## src/rtl/fifo_wr_arbiter.sv

```systemverilog
// Round-robin burst arbiter sharing one FIFO write port; 1-cycle grant latency, one idle bubble per burst.
// fifo_full backpressures req_ready/fifo_w_en combinationally; define FIFO_ARB_PRIO_EN to give requester 0 priority at grant time.
module fifo_wr_arbiter #(
  parameter int N_REQ      = 4,
  parameter int DATA_WIDTH = 8,
  parameter int BURST_MAX  = 4
) (
  input  logic                          clk,
  input  logic                          rst_n,
  input  logic [N_REQ-1:0]              req_valid,
  input  logic [N_REQ*DATA_WIDTH-1:0]   req_data,
  input  logic [N_REQ-1:0]              req_last,
  output logic [N_REQ-1:0]              req_ready,
  input  logic                          fifo_full,
  output logic                          fifo_w_en,
  output logic [DATA_WIDTH-1:0]         fifo_data,
  output logic [$clog2(N_REQ)-1:0]      grant_id,
  output logic                          busy
);

  localparam int IDW = $clog2(N_REQ);
  localparam int BCW = $clog2(BURST_MAX + 1);

  typedef enum logic {S_IDLE, S_BURST} state_t;

  state_t          r_state;
  logic [IDW-1:0]  r_owner;
  logic [IDW-1:0]  r_rr_ptr;
  logic [BCW-1:0]  r_beat_cnt;

  logic [DATA_WIDTH-1:0] w_slice [N_REQ];
  logic [IDW-1:0]        w_winner;
  logic                  w_any;
  logic                  w_busy;
  logic                  w_own_vld;
  logic                  w_own_last;
  logic                  w_xfer;
  logic                  w_end;

  for (genvar gi = 0; gi < N_REQ; gi++) begin : g_slice
    assign w_slice[gi] = req_data[gi*DATA_WIDTH +: DATA_WIDTH];
  end

  // Search order starts one past the last owner, wrapping modulo N_REQ.
  always_comb begin
    logic [IDW:0] cand;
    w_winner = '0;
    w_any    = 1'b0;
    cand     = '0;
    for (int k = 1; k <= N_REQ; k++) begin
      cand = {1'b0, r_rr_ptr} + (IDW+1)'(k);
      if (cand >= (IDW+1)'(N_REQ)) cand = cand - (IDW+1)'(N_REQ);
      if (!w_any && req_valid[cand[IDW-1:0]]) begin
        w_winner = cand[IDW-1:0];
        w_any    = 1'b1;
      end
    end
`ifdef FIFO_ARB_PRIO_EN
    if (req_valid[0]) begin
      w_winner = '0;
      w_any    = 1'b1;
    end
`endif
  end

  assign w_busy     = (r_state == S_BURST);
  assign w_own_vld  = req_valid[r_owner];
  assign w_own_last = req_last[r_owner];
  assign w_xfer     = w_busy & w_own_vld & ~fifo_full;
  // A full FIFO with the owner still valid stalls; only a dropped valid releases.
  assign w_end      = w_busy & (~w_own_vld |
                      (w_xfer & (w_own_last | (r_beat_cnt == BCW'(BURST_MAX - 1)))));

  always_comb begin
    req_ready = '0;
    for (int i = 0; i < N_REQ; i++) begin
      req_ready[i] = w_busy & ~fifo_full & (r_owner == IDW'(i));
    end
  end

  assign fifo_w_en = w_xfer;
  assign fifo_data = rst_n ? w_slice[r_owner] : '0;
  assign busy      = w_busy;
  assign grant_id  = w_busy ? r_owner : '0;

  always_ff @(posedge clk or negedge rst_n) begin
    if (!rst_n) begin
      r_state    <= S_IDLE;
      r_owner    <= '0;
      r_beat_cnt <= '0;
      r_rr_ptr   <= IDW'(N_REQ - 1);
    end else if (r_state == S_IDLE) begin
      if (w_any) begin
        r_owner    <= w_winner;
        r_beat_cnt <= '0;
        r_state    <= S_BURST;
      end
    end else begin
      if (w_xfer) r_beat_cnt <= r_beat_cnt + BCW'(1);
      if (w_end) begin
        r_state  <= S_IDLE;
        r_rr_ptr <= r_owner;
      end
    end
  end

endmodule

```

## config.mk

```make
export PLATFORM = sky130hd
export DESIGN_NAME = fifo_wr_arbiter
export DESIGN_NICKNAME = d
export VERILOG_FILES = /design/src/rtl/fifo_wr_arbiter.sv
export SDC_FILE = /design/constraint.sdc
export NUM_CORES = 1
export LEC_CHECK = 0
export CAP_MARGIN = 5
export CELL_PAD_IN_SITES_DETAIL_PLACEMENT = 0
export CELL_PAD_IN_SITES_GLOBAL_PLACEMENT = 1
export CORE_ASPECT_RATIO = 0.6
export CORE_MARGIN = 1
export CORE_UTILIZATION = 25
export CTS_CLUSTER_DIAMETER = 120
export CTS_CLUSTER_SIZE = 25
export DETAILED_ROUTE_END_ITERATION = 8
export PLACE_DENSITY = 0.86
export SLEW_MARGIN = 20
export SYNTH_ARGS = -nofsm -noshare
export SYNTH_HDL_FRONTEND = slang
export SYNTH_SLANG_ARGS = --single-unit
```

## constraint.sdc

```tcl
create_clock -name clk -period 2.1 [get_ports clk]
set_clock_uncertainty 0.1 [all_clocks]
set_input_delay 0.315 -clock clk [delete_from_list [all_inputs] [get_ports clk]]
set_output_delay 0.315 -clock clk [all_outputs]
set_load 0.02 [all_outputs]
```

---- Yosys cells after proc, flatten, opt, wreduce, memory -nomap -nowiden ----
Index checks and enable logic that the tools add are counted.
storage, ports and cells
  register bits ........................... 8
  bits of input ports ..................... 43
  output and inout bits ................... 16
  word-level logic and storage cells ...... 89
cells by class
  $add $sub $neg .......................... 9
  $lt $le $gt $ge ......................... 10
  eq/ne operators ......................... 5
  multiplexer cells ....................... 35
  bitwise gates (word level) .............. 15
  reductions and logical operators ........ 11
operators by type and width
  cell                 count
  $mux 8               3
  $mux 2               9
  $bmux 8 s2           1
  $ge 3x3->1 const B   5
  $lt 2x3->1 const B   5
  $mux 1               13
  $bmux 1 s2           6
  $and 1x1->1          9
  $mux 3               3
  $sub 2x1->2 const B  4
  $add 2x2->3 const B  2
  $reduce_and 2->1     3
  $eq 2x2->1 const B   2
  $add 2x1->3 const B  1
  $add 2x3->3 const B  1
  $add 3x1->3 const B  1
  $eq 3x2->1 const B   1
  $logic_and 1x1->1    3
  $logic_not 1->1      3
  $not 1->1            3
  $not 2->3            1
  $eq 2x1->1 const B   1
  $logic_not 2->1      1
  $ne 2x1->1 const B   1
  2 further kinds      3

---- Longest topological paths before layout ----
Gate-level depths: netlist (run 1).
  word-level depth ........................ 17
  gate-level depth with buffers ........... 6
  mapped depth without buffers ............ 6

---- Least setup slack after synthesis (run 1) ----
No wires, ideal clock.
  path type ............................... reg2out
  start point ............................. register r_owner[0]
  end point ............................... output fifo_data[6]
  arrival ................................. 1327 ps
  data required time ...................... 1685 ps
  setup slack ............................. 358 ps
  cell stages (with the launch flop) ...... 5
  path buffers ............................ 2
  cell sequence ........................... dfrtp_1 clkbuf_8 clkbuf_8 mux4_2 and2_1
between the ends
  cells in the longest elaborated chain, start to end .. 5
RTL lines
  element                                     line  source
  from (decl)                                 27    logic [IDW-1:0] r_owner;
  from (signal assigned)                      94    r_owner <= w_winner;
  $not 2->3 (implied by the code)             82    assign fifo_data = rst_n ? w_slice[r_owner] : '0;
  $bmux 8 s2                                  82
  $mux 8 (implied by the code) (2 in series)  82
  $mux 8                                      82
  to (decl)                                   16    output logic [DATA_WIDTH-1:0] fifo_data,
No other way between the ends. The select of a mux whose other input is x is not followed.

---- Final worst setup path (run 1) ----
  start point ............................. register r_owner[0]
  end point ............................... output fifo_data[0]
Same word-level chain as after synthesis.

==> impl_metrics.yaml, run 1 <==
layout:
  drive_gt1_share_pct: 25.8
  areaGrowthSynthToFinish_pct: 85.3
  final_util_pct: 48.9
  diodes: 0
  fillers: 327
  nets: 205
route:
  avgRoutedWirePerCell_um: 13.9
  routed_via_density: 4.85
  routed_wirelength_mm: 2.84
  first_pass_iters: 4
  drt_iter0_drc: 24
  antenna_left: 0
  route.detailed.drc: 0
  via_count: 989
placed_design:
  hpwlAfterDp_mm: 2.27
  globalplace.congestion: 0.764
  port_buffers: 58
clock_tree:
  cts_root_buffer: "clkbuf_8"
  clock_latency_ns: 0.23
  numClockSinks: 8
  cts_tree: "done"
  clockBufferDepth: 2
  htreeDepth: 1
  cts_hold_buf: 0
  path_clk_slew_ns: 0.04
  numCtsBuffers: 3
sta:
  max_freq_mhz: 484
  slew_headroom_pct: 83.0
  setup_tns_ns: 0
  rsz0062_at_grt: "true"
  tightest_slew_ns: 0.255
  holdWs_ns: 0.401
  final_hold_viol_count: 0
  period_minus_slack_ns: 2.07
  setup_violations: 0
  finalCritPeriodShare_pct: 98.5
  maxSlewViolCount: 0
setup_path:
  r2r_start: "r_owner[0]$_DFFE_PN0P_"
  cpMaxStageDelayCell: "mux4_1"
  cp-start-kind: "flip-flop"
  worstRegToRegCells: 7
  r2r_setup_slack_ns: 0.33
  crit_chain: "buf_4, buf_12, mux4_1, and2_1, buf_2"
  cp-end-kind: "primary output"
  cp_max_fo: 6
  setup.worst_path.class: "reg2out"
  reg2reg_to: "r_rr_ptr[1]$_DFFE_PN1P_"
  cpPeakStageDelay_ns: 0.53
  cp_data_required_time_ns: 1.68
  crit_arrival_ns: 1.65
min_path:
  min_to: "r_beat_cnt[2]$_DFFE_PN0P_"
  worstHoldPathType: "reg2reg"
  holdCritStartpoint: "r_beat_cnt[2]$_DFFE_PN0P_"
  hold_path_depth: 2
yosys:
  synth_top_area_share_pct: 17.3
  synth_edf_count: 0
  post-synth-top-area-cell: "dfrtp_1"
  synth-seq-cells: 8
  syn_nets: 129
  synthDistinctLibCells: 30
  synth.area.top_cells: "dfrtp_1, mux4_1, mux4_2, and2_1, dfstp_2"
  yosys_warnings: 0
  ys_seq_area_share_pct: 23.4
  synth_ff_type: "dfrtp_1"
  syn_area_sq_um: 867
  syn_avg_cell_area_sq_um: 10.3
  syn_inst: 84
  synthArstFlopShare_pct: 100
power:
  vdd_ir_drop_max_mv: 0.444
  powerDensity_nw_per_um2: 1070
  p_leak_nw: 0.732
die:
  die_y_um: 47.6
  fp.dieW_um: 78.0
  start_util_pct: 26.4
  core_area_sq_um: 3280
  rows: 16
  top_level_ports: 59
  die_area_sq_um: 3720
global_routing:
  antenna_found_initial: 0
  grt.total_usage_pct: 15.5
  grt_pass1_wl_mm: 4.17
  grt_pass1_vias: 882
  overflow: 0
  grt_max_degree: 12
flow_run:
  maxCapViolations: 0
outcome:
  outcome: "finished clean"
-- cell usage in the layout, fill, tap and decap left out, types with 3 or more instances in the layout --
cell	instances
clkbuf_2	3
inv_1	4
dfrtp_1	6
buf_2	5
nand2b_1	3
mux4_2	5
clkbuf_8	3
nand2_1	8
buf_4	16
mux2i_1	4
dlygate4sd2_1	4
nand3_1	4
and2_1	11
mux4_1	4
clkdlybuf4s50_1	43
nor2_1	5
o21ai_0	3
-- flip-flops by register name, indices dropped and copies added, names as in the netlist --
signal and flops:
busy 1, r_beat_cnt 3, r_owner 2, r_rr_ptr 2
-- cells in the mapped netlist (2+ instances only) --
cell and instances:
a21oi_1 2, nand2_1 8, mux4_2 4, nand3_1 4, dfstp_2 2, o21ai_0 3, clkbuf_8 3, mux2i_1 4
and2_1 11, ha_1 2, nor2_1 5, inv_1 4, o21a_1 2, mux4_1 5, a31oi_1 2, nor3_1 2
dfrtp_1 6, nand2b_1 3
-- report_power, final --
part	switching [mW]	internal, mW	total (mW)
clock network	0.0699	0.132	0.202
logic	0.544	0.662	1.21
registers	0.0757	0.239	0.314
-- worst max-delay path by stage --
stage                           startpoint      endpoint
finish              r_owner[0]$_DFFE_PN0P_  fifo_data[0]
global route        r_owner[0]$_DFFE_PN0P_  fifo_data[4]
CTS                 r_owner[0]$_DFFE_PN0P_  fifo_data[6]
detailed placement            req_valid[0]     fifo_w_en
global placement              req_valid[0]     fifo_w_en
floorplan           r_owner[0]$_DFFE_PN0P_  fifo_data[6]
-- critical path: cells and delay by family, from the launching register on --
family / cells / cell delay, ns
simple gates: 1 / 0.16
flops: 1 / 0.34
buf+inv: 3 / 0.39
mux: 1 / 0.53
-- layout make-up --
cell class,instances,area (sq um),area share (%)
clock buffers,4,45.0,2.80
inverters,5,18.8,1.17
well taps,45,56.3,3.50
multi-input cells,66,582,36.2
flip-flops and latches,8,203,12.6
repair buffers,76,702,43.7
-- cells by family (layout without fill, tap and decap cells) --
group | after synthesis | count (layout) | share of synthesized area, %
buf+inv | 10 | 85 | 9.09
mux | 14 | 14 | 31.9
compound gates | 13 | 13 | 10.4
fa+ha+maj | 2 | 2 | 2.89
simple gates | 37 | 37 | 22.4
flops | 8 | 8 | 23.4
-- metal layers --
layer / vias up / global-route usage [%] / part of all wire (%)
li1: 460 / - / -
met1: 469 / 19.5 / 45
met2: 53 / 24.8 / 43
met3: 7 / 5.71 / 9.7
met4: 0 / 7.04 / 1.4
met5: - / 0 / 0
-- repair_timing --
| item | CTS | global route |
|---|---|---|
| setup buffers | 0 | 1 |
| resized for setup | 30 | 9 |
| hold endpoints to repair | 0 | 0 |
| setup endpoints to repair | 13 | 9 |
-- per-stage QoR --
stage / worst slack (ns) / power (mW) / area (sq um) / cells
3_3_place_gp: -0.241 / 1.52 / 1600 / 199
3_5_place_dp: -0.254 / 1.56 / 1600 / 199
5_1_grt: -0.0383 / 1.84 / 1610 / 204
2_1_floorplan: 0.358 / 1.07 / 867 / 84
6_report: 0.0323 / 1.72 / 1610 / 204
4_1_cts: -0.102 / 1.72 / 1610 / 203
(Power assumes the default switching activity.)
==> run 2, diff against run 1 <==
--- a/config.mk
+++ b/config.mk
@@ -9,7 +9,7 @@
 export CELL_PAD_IN_SITES_DETAIL_PLACEMENT = 0
 export CELL_PAD_IN_SITES_GLOBAL_PLACEMENT = 1
 export CORE_ASPECT_RATIO = 0.6
-export CORE_MARGIN = 1
+export CORE_MARGIN = 5
 export CORE_UTILIZATION = 25
 export CTS_CLUSTER_DIAMETER = 120
 export CTS_CLUSTER_SIZE = 25
==> run 2 against run 1 <==
  * Cell count is 1.5% lower
  * Wire length is 2.9% higher
  * Critical path type unchanged
  * Flip-flop and latch count stayed put
  * Count of clock-buffer cells in the layout stayed put
  * Via count is 4.0% lower
  * Die area is 29% higher
  * Core utilization is 1.4 points lower
  * Cell area is 2.2% lower
  * Combinational power is 6% lower
==> impl_metrics.yaml, run 2 (synthesis results as in run 1) <==
global_routing:
  antenna_found_initial: 0
  grtUsageMet3_pct: 5.03
  met1_usage_pct: 14.4
  grt.total_usage_pct: 11.9
  grt_use_met2_pct: 19.5
  grt_pass1_wl_mm: 4.51
  busiest_layer: "met2"
  overflow: 0
  grt_pass1_vias: 946
  grt_max_degree: 19
die:
  core_area_sq_um: 3300
  start_util_pct: 26.3
  die_area_sq_um: 4780
  die_y_um: 55.6
  top_level_ports: 59
  fp.dieW_um: 86.0
  rows: 16
power:
  p_leak_nw: 0.706
  vdd_ir_drop_max_mv: 0.347
  finalPower_mw: 1.66
  powerDensity_nw_per_um2: 1060
placed_design:
  port_buffers: 58
  hpwlAfterDp_mm: 2.36
  globalplace.congestion: 0.872
layout:
  drive_gt1_share_pct: 25.0
  fillers: 318
  areaGrowthSynthToFinish_pct: 81.2
  multi_input_area_sq_um: 588
  final_common_cell: "clkdlybuf4s50_1"
  regArea_sq_um: 204
  layout_common_cells: "clkdlybuf4s50_1, buf_4, and2_1"
  largest_reg_flops: 3
  top_register: "r_beat_cnt"
  reg_top3: "r_beat_cnt: 3 flops, r_owner: 2 flops, r_rr_ptr: 2 flops"
  nets: 202
  diodes: 0
setup_path:
  worstRegToRegCells: 7
  setup.worst_path.class: "reg2out"
  path_depth: 4
  cp-end-kind: "primary output"
  cp_max_fo: 4
  cpPeakStageDelay_ns: 0.48
  crit_arrival_ns: 1.64
  cp_data_required_time_ns: 1.68
  crit_chain: "buf_6, mux4_2, and2_1, clkdlybuf4s15_2"
  path_buf_inv: 2
  cpMaxStageDelayCell: "mux4_2"
  r2r_setup_slack_ns: 0.22
  cp_top_family: "multiplexers"
  cp-start-kind: "flip-flop"
sta:
  finalCritPeriodShare_pct: 98.0
  setup_tns_ns: 0
  tightest_slew_ns: 0.281
  slew_headroom_pct: 81.2
  max_freq_mhz: 486
  rsz0062_at_grt: "false"
  period_minus_slack_ns: 2.06
  maxSlewViolCount: 0
  setup_violations: 0
  final_hold_viol_count: 0
route:
  routed_via_density: 4.72
  route.detailed.drc: 0
  antenna_left: 0
  first_pass_iters: 4
  drt_iter0_drc: 25
  avgRoutedWirePerCell_um: 14.5
  via_count: 949
  routed_wirelength_mm: 2.92
flow_run:
  maxCapViolations: 0
clock_tree:
  numClockSinks: 8
  cts_tree: "done"
  clockBufferDepth: 2
  cts_root_buffer: "clkbuf_8"
  path_clk_slew_ns: 0.05
  clock_latency_ns: 0.24
  htreeDepth: 1
  numCtsBuffers: 3
min_path:
  worstHoldPathType: "reg2reg"
  hold_path_depth: 2
outcome:
  outcome: "finished clean"
run 2: layout make-up:
type                            instances  area share [%]
Sequential cell                         8            13.0
Multi-Input combinational cell         66            37.4
Tap cell                               45            3.58
Clock buffer                            4            2.87
Timing Repair Buffer                   73            42.0
Inverter                                5            1.19
run 2: worst paths after layout:
path | start | to
hold reg to reg | r_beat_cnt[1]$_DFFE_PN0P_ | r_beat_cnt[1]$_DFFE_PN0P_
min in group asynchronous | rst_n | r_owner[1]$_DFFE_PN0P_
setup reg to reg | r_owner[0]$_DFFE_PN0P_ | r_rr_ptr[1]$_DFFE_PN1P_
setup / recovery | r_owner[0]$_DFFE_PN0P_ | fifo_data[6]
max in group asynchronous | rst_n | r_rr_ptr[0]$_DFFE_PN1P_
hold / removal | r_beat_cnt[1]$_DFFE_PN0P_ | r_beat_cnt[1]$_DFFE_PN0P_
run 2: layer usage:
metal	up-vias	part of all wire, %
li1	454	-
met1	451	45
met2	41	46
met3	3	9.1
met4	0	0.58
met5	-	0
run 2: metrics by stage:
step | instance area, sq um | setup WS (ns) | hold slack [ns] | cells | util, %
2_1_floorplan | 867 | 0.358 | -0.0806 | 84 | -
3_3_place_gp | 1530 | -0.254 | 0.381 | 193 | 46.2
3_5_place_dp | 1530 | -0.267 | 0.401 | 193 | 46.2
4_1_cts | 1580 | -0.00346 | 0.408 | 201 | 47.9
5_1_grt | 1570 | 0.00201 | 0.443 | 201 | 47.6
6_report | 1570 | 0.0429 | 0.406 | 201 | 47.6
run 2: power breakdown:
| group | internal [mW] | switching (mW) | total, mW |
|---|---|---|---|
| Clock | 0.133 | 0.0740 | 0.207 |
| Sequential | 0.240 | 0.0707 | 0.311 |
| Combinational | 0.624 | 0.516 | 1.14 |
run 2: tightest hold or removal path, delay by kind of cell (launching register included):
kind             cells  cell delay, ns
flip-flops           1            0.34
AND/OR/NAND/NOR      2            0.13
run 2: timing repair:
item                                    in CTS  in global routing
hold buffers                                 0                  0
resized for setup                           39                  5
gates cloned                                 0                  0
endpoints found under the setup margin      14                  4
setup buffers                                4                  0
==> run 3, diff against run 2 <==
==> constraint.sdc (replaced) <==
create_clock -name clk -period 2.2 [get_ports clk]
set_clock_uncertainty 0.1 [all_clocks]
set_input_delay 0.33 -clock clk [delete_from_list [all_inputs] [get_ports clk]]
set_output_delay 0.33 -clock clk [all_outputs]
set_load 0.02 [all_outputs]
==> run 3 against run 2 <==
  * Flip-flop and latch count unchanged
  * Critical path depth stayed put
  * Setup slack better by 0.019 ns
  * Core utilization increased by 0.19 points
  * Cell area up 0.40%
  * Critical endpoint is now fifo_data[1]
  * Cell count unchanged
  * Register-to-register slack gained 0.10 ns
==> impl_metrics.yaml, run 3 (synthesis results as in run 1) <==
power:
  switching_share_pct: 39.7
  finalPower_mw: 1.58
  powerDensity_nw_per_um2: 1000
  p_leak_nw: 0.716
  vdd_ir_drop_max_mv: 0.332
  intPower_mw: 0.952
  pwr-share-comb_pct: 68.8
  seqPwrFrac_pct: 18.8
  switchingPower_mw: 0.626
  p_clk_share_pct: 12.4
sta:
  finalCritPeriodShare_pct: 97.2
  slew_headroom_pct: 82.1
  rsz0062_at_grt: "false"
  final_hold_viol_count: 0
  tightest_slew_ns: 0.268
  setup_slack_ns: 0.0616
  max_freq_mhz: 468
  setup_violations: 0
  period_minus_slack_ns: 2.14
  maxSlewViolCount: 0
min_path:
  holdCritStartpoint: "r_beat_cnt[2]$_DFFE_PN0P_"
  hold_path_depth: 2
  min_to: "r_beat_cnt[2]$_DFFE_PN0P_"
  worstHoldPathType: "reg2reg"
layout:
  diodes: 0
  fillers: 310
  final_util_pct: 47.8
  largest_reg_flops: 3
  areaGrowthSynthToFinish_pct: 82.0
  top_register: "r_beat_cnt"
  layout_common_cells: "clkdlybuf4s50_1, buf_4, and2_1"
  final_common_cell: "clkdlybuf4s50_1"
  drive_gt1_share_pct: 22.4
  nets: 202
  regArea_sq_um: 204
  multi_input_area_sq_um: 586
  reg_top3: "r_beat_cnt: 3 flops, r_owner: 2 flops, r_rr_ptr: 2 flops"
  stdcell_area_sq_um: 1580
clock_tree:
  cts_root_buffer: "clkbuf_8"
  path_clk_slew_ns: 0.04
  clockBufferDepth: 2
  numCtsBuffers: 3
  cts_tree: "done"
  clock_latency_ns: 0.24
  numClockSinks: 8
  htreeDepth: 1
outcome:
  outcome: "finished clean"
global_routing:
  grt_pass1_vias: 921
  grt.total_usage_pct: 11.7
  antenna_found_initial: 0
  grt_max_degree: 17
  overflow: 0
  grt_pass1_wl_mm: 4.44
die:
  core_area_sq_um: 3300
  start_util_pct: 26.3
  top_level_ports: 59
  die_area_sq_um: 4780
  die_y_um: 55.6
  rows: 16
  fp.dieW_um: 86.0
route:
  routed_via_density: 4.59
  route.detailed.drc: 0
  routed_wirelength_mm: 2.86
  first_pass_iters: 4
  drt_iter0_drc: 44
  via_count: 923
  antenna_left: 0
  avgRoutedWirePerCell_um: 14.2
setup_path:
  cp-end-kind: "primary output"
  r2r_start: "r_owner[0]$_DFFE_PN0P_"
  crit_arrival_ns: 1.71
  cp-start-kind: "input pin"
  cp_max_fo: 1
  reg2reg_to: "r_rr_ptr[1]$_DFFE_PN1P_"
  cp_data_required_time_ns: 1.77
  setup.worst_path.class: "in2out"
  worstRegToRegCells: 7
  crit_path_start: "req_data[1]"
  r2r_setup_slack_ns: 0.32
placed_design:
  pre_cts_slack_ns: -0.188
  placedInstanceArea_sq_um: 1530
  port_buffers: 58
  globalplace.congestion: 0.876
  hpwlAfterDp_mm: 2.30
flow_run:
  maxCapViolations: 0
==> run 3: critical path, cell delays in order <==
cell and delay (ns):
clkdlybuf4s50_1 0.41, mux4_1 0.48, and2_1 0.17, dlygate4sd2_1 0.31
==> run 3: final cells by class <==
type	instances	area share (%)
multi-input cells	66	37.1
inverters	5	1.19
repair buffers	73	42.3
flip-flops and latches	8	12.9
well taps	45	3.57
clock buffers	4	2.85
==> run 3: metrics by stage <==
stage	instances	hold WS (ns)	setup TNS (ns)
after floorplan	84	-0.0656	0
after global placement	194	0.380	-1.17
after detailed placement	194	0.399	-1.26
after CTS	201	0.408	0
after global routing	201	0.425	0
final	201	0.395	0
==> run 3: repair_timing <==
item | 4_1_cts | 5_1_grt
resized for setup | 21 | 10
hold buffers | 0 | 0
endpoints found under the setup margin | 13 | 10
gates cloned | 0 | 0
setup buffers | 3 | 0
==> run 3: worst max path at each step <==
| stage | to | slack (ns) |
|---|---|---|
| finish | fifo_data[1] | 0.06 |
| global route | fifo_data[1] | 0.005 |
| CTS | fifo_data[2] | 0.005 |
| global placement | fifo_w_en | -0.18 |
| floorplan | fifo_data[6] | 0.44 |
| detailed placement | fifo_w_en | -0.19 |
==> run 3: power by group through the flow <==
stage | sequential (mW) | combinational [mW] | clock [mW]
floorplan | 0.280 | 0.744 | 0
finish | 0.298 | 1.09 | 0.196
CTS | 0.296 | 1.11 | 0.199
detailed placement | 0.321 | 1.07 | 0
global route | 0.307 | 1.18 | 0.207
global placement | 0.316 | 1.05 | 0
==> run 3: per-layer routing <==
metal / routed length, um / vias to the layer above / share of wire, % / GRT usage [%]
met2: 1270 / 45 / 45 / 18.9
met3: 248 / 3 / 8.7 / 4.14
met1: 1310 / 420 / 46 / 14.7
met5: 0 / - / 0 / 0
met4: 25 / 0 / 0.87 / 3.39
li1: - / 455 / - / -
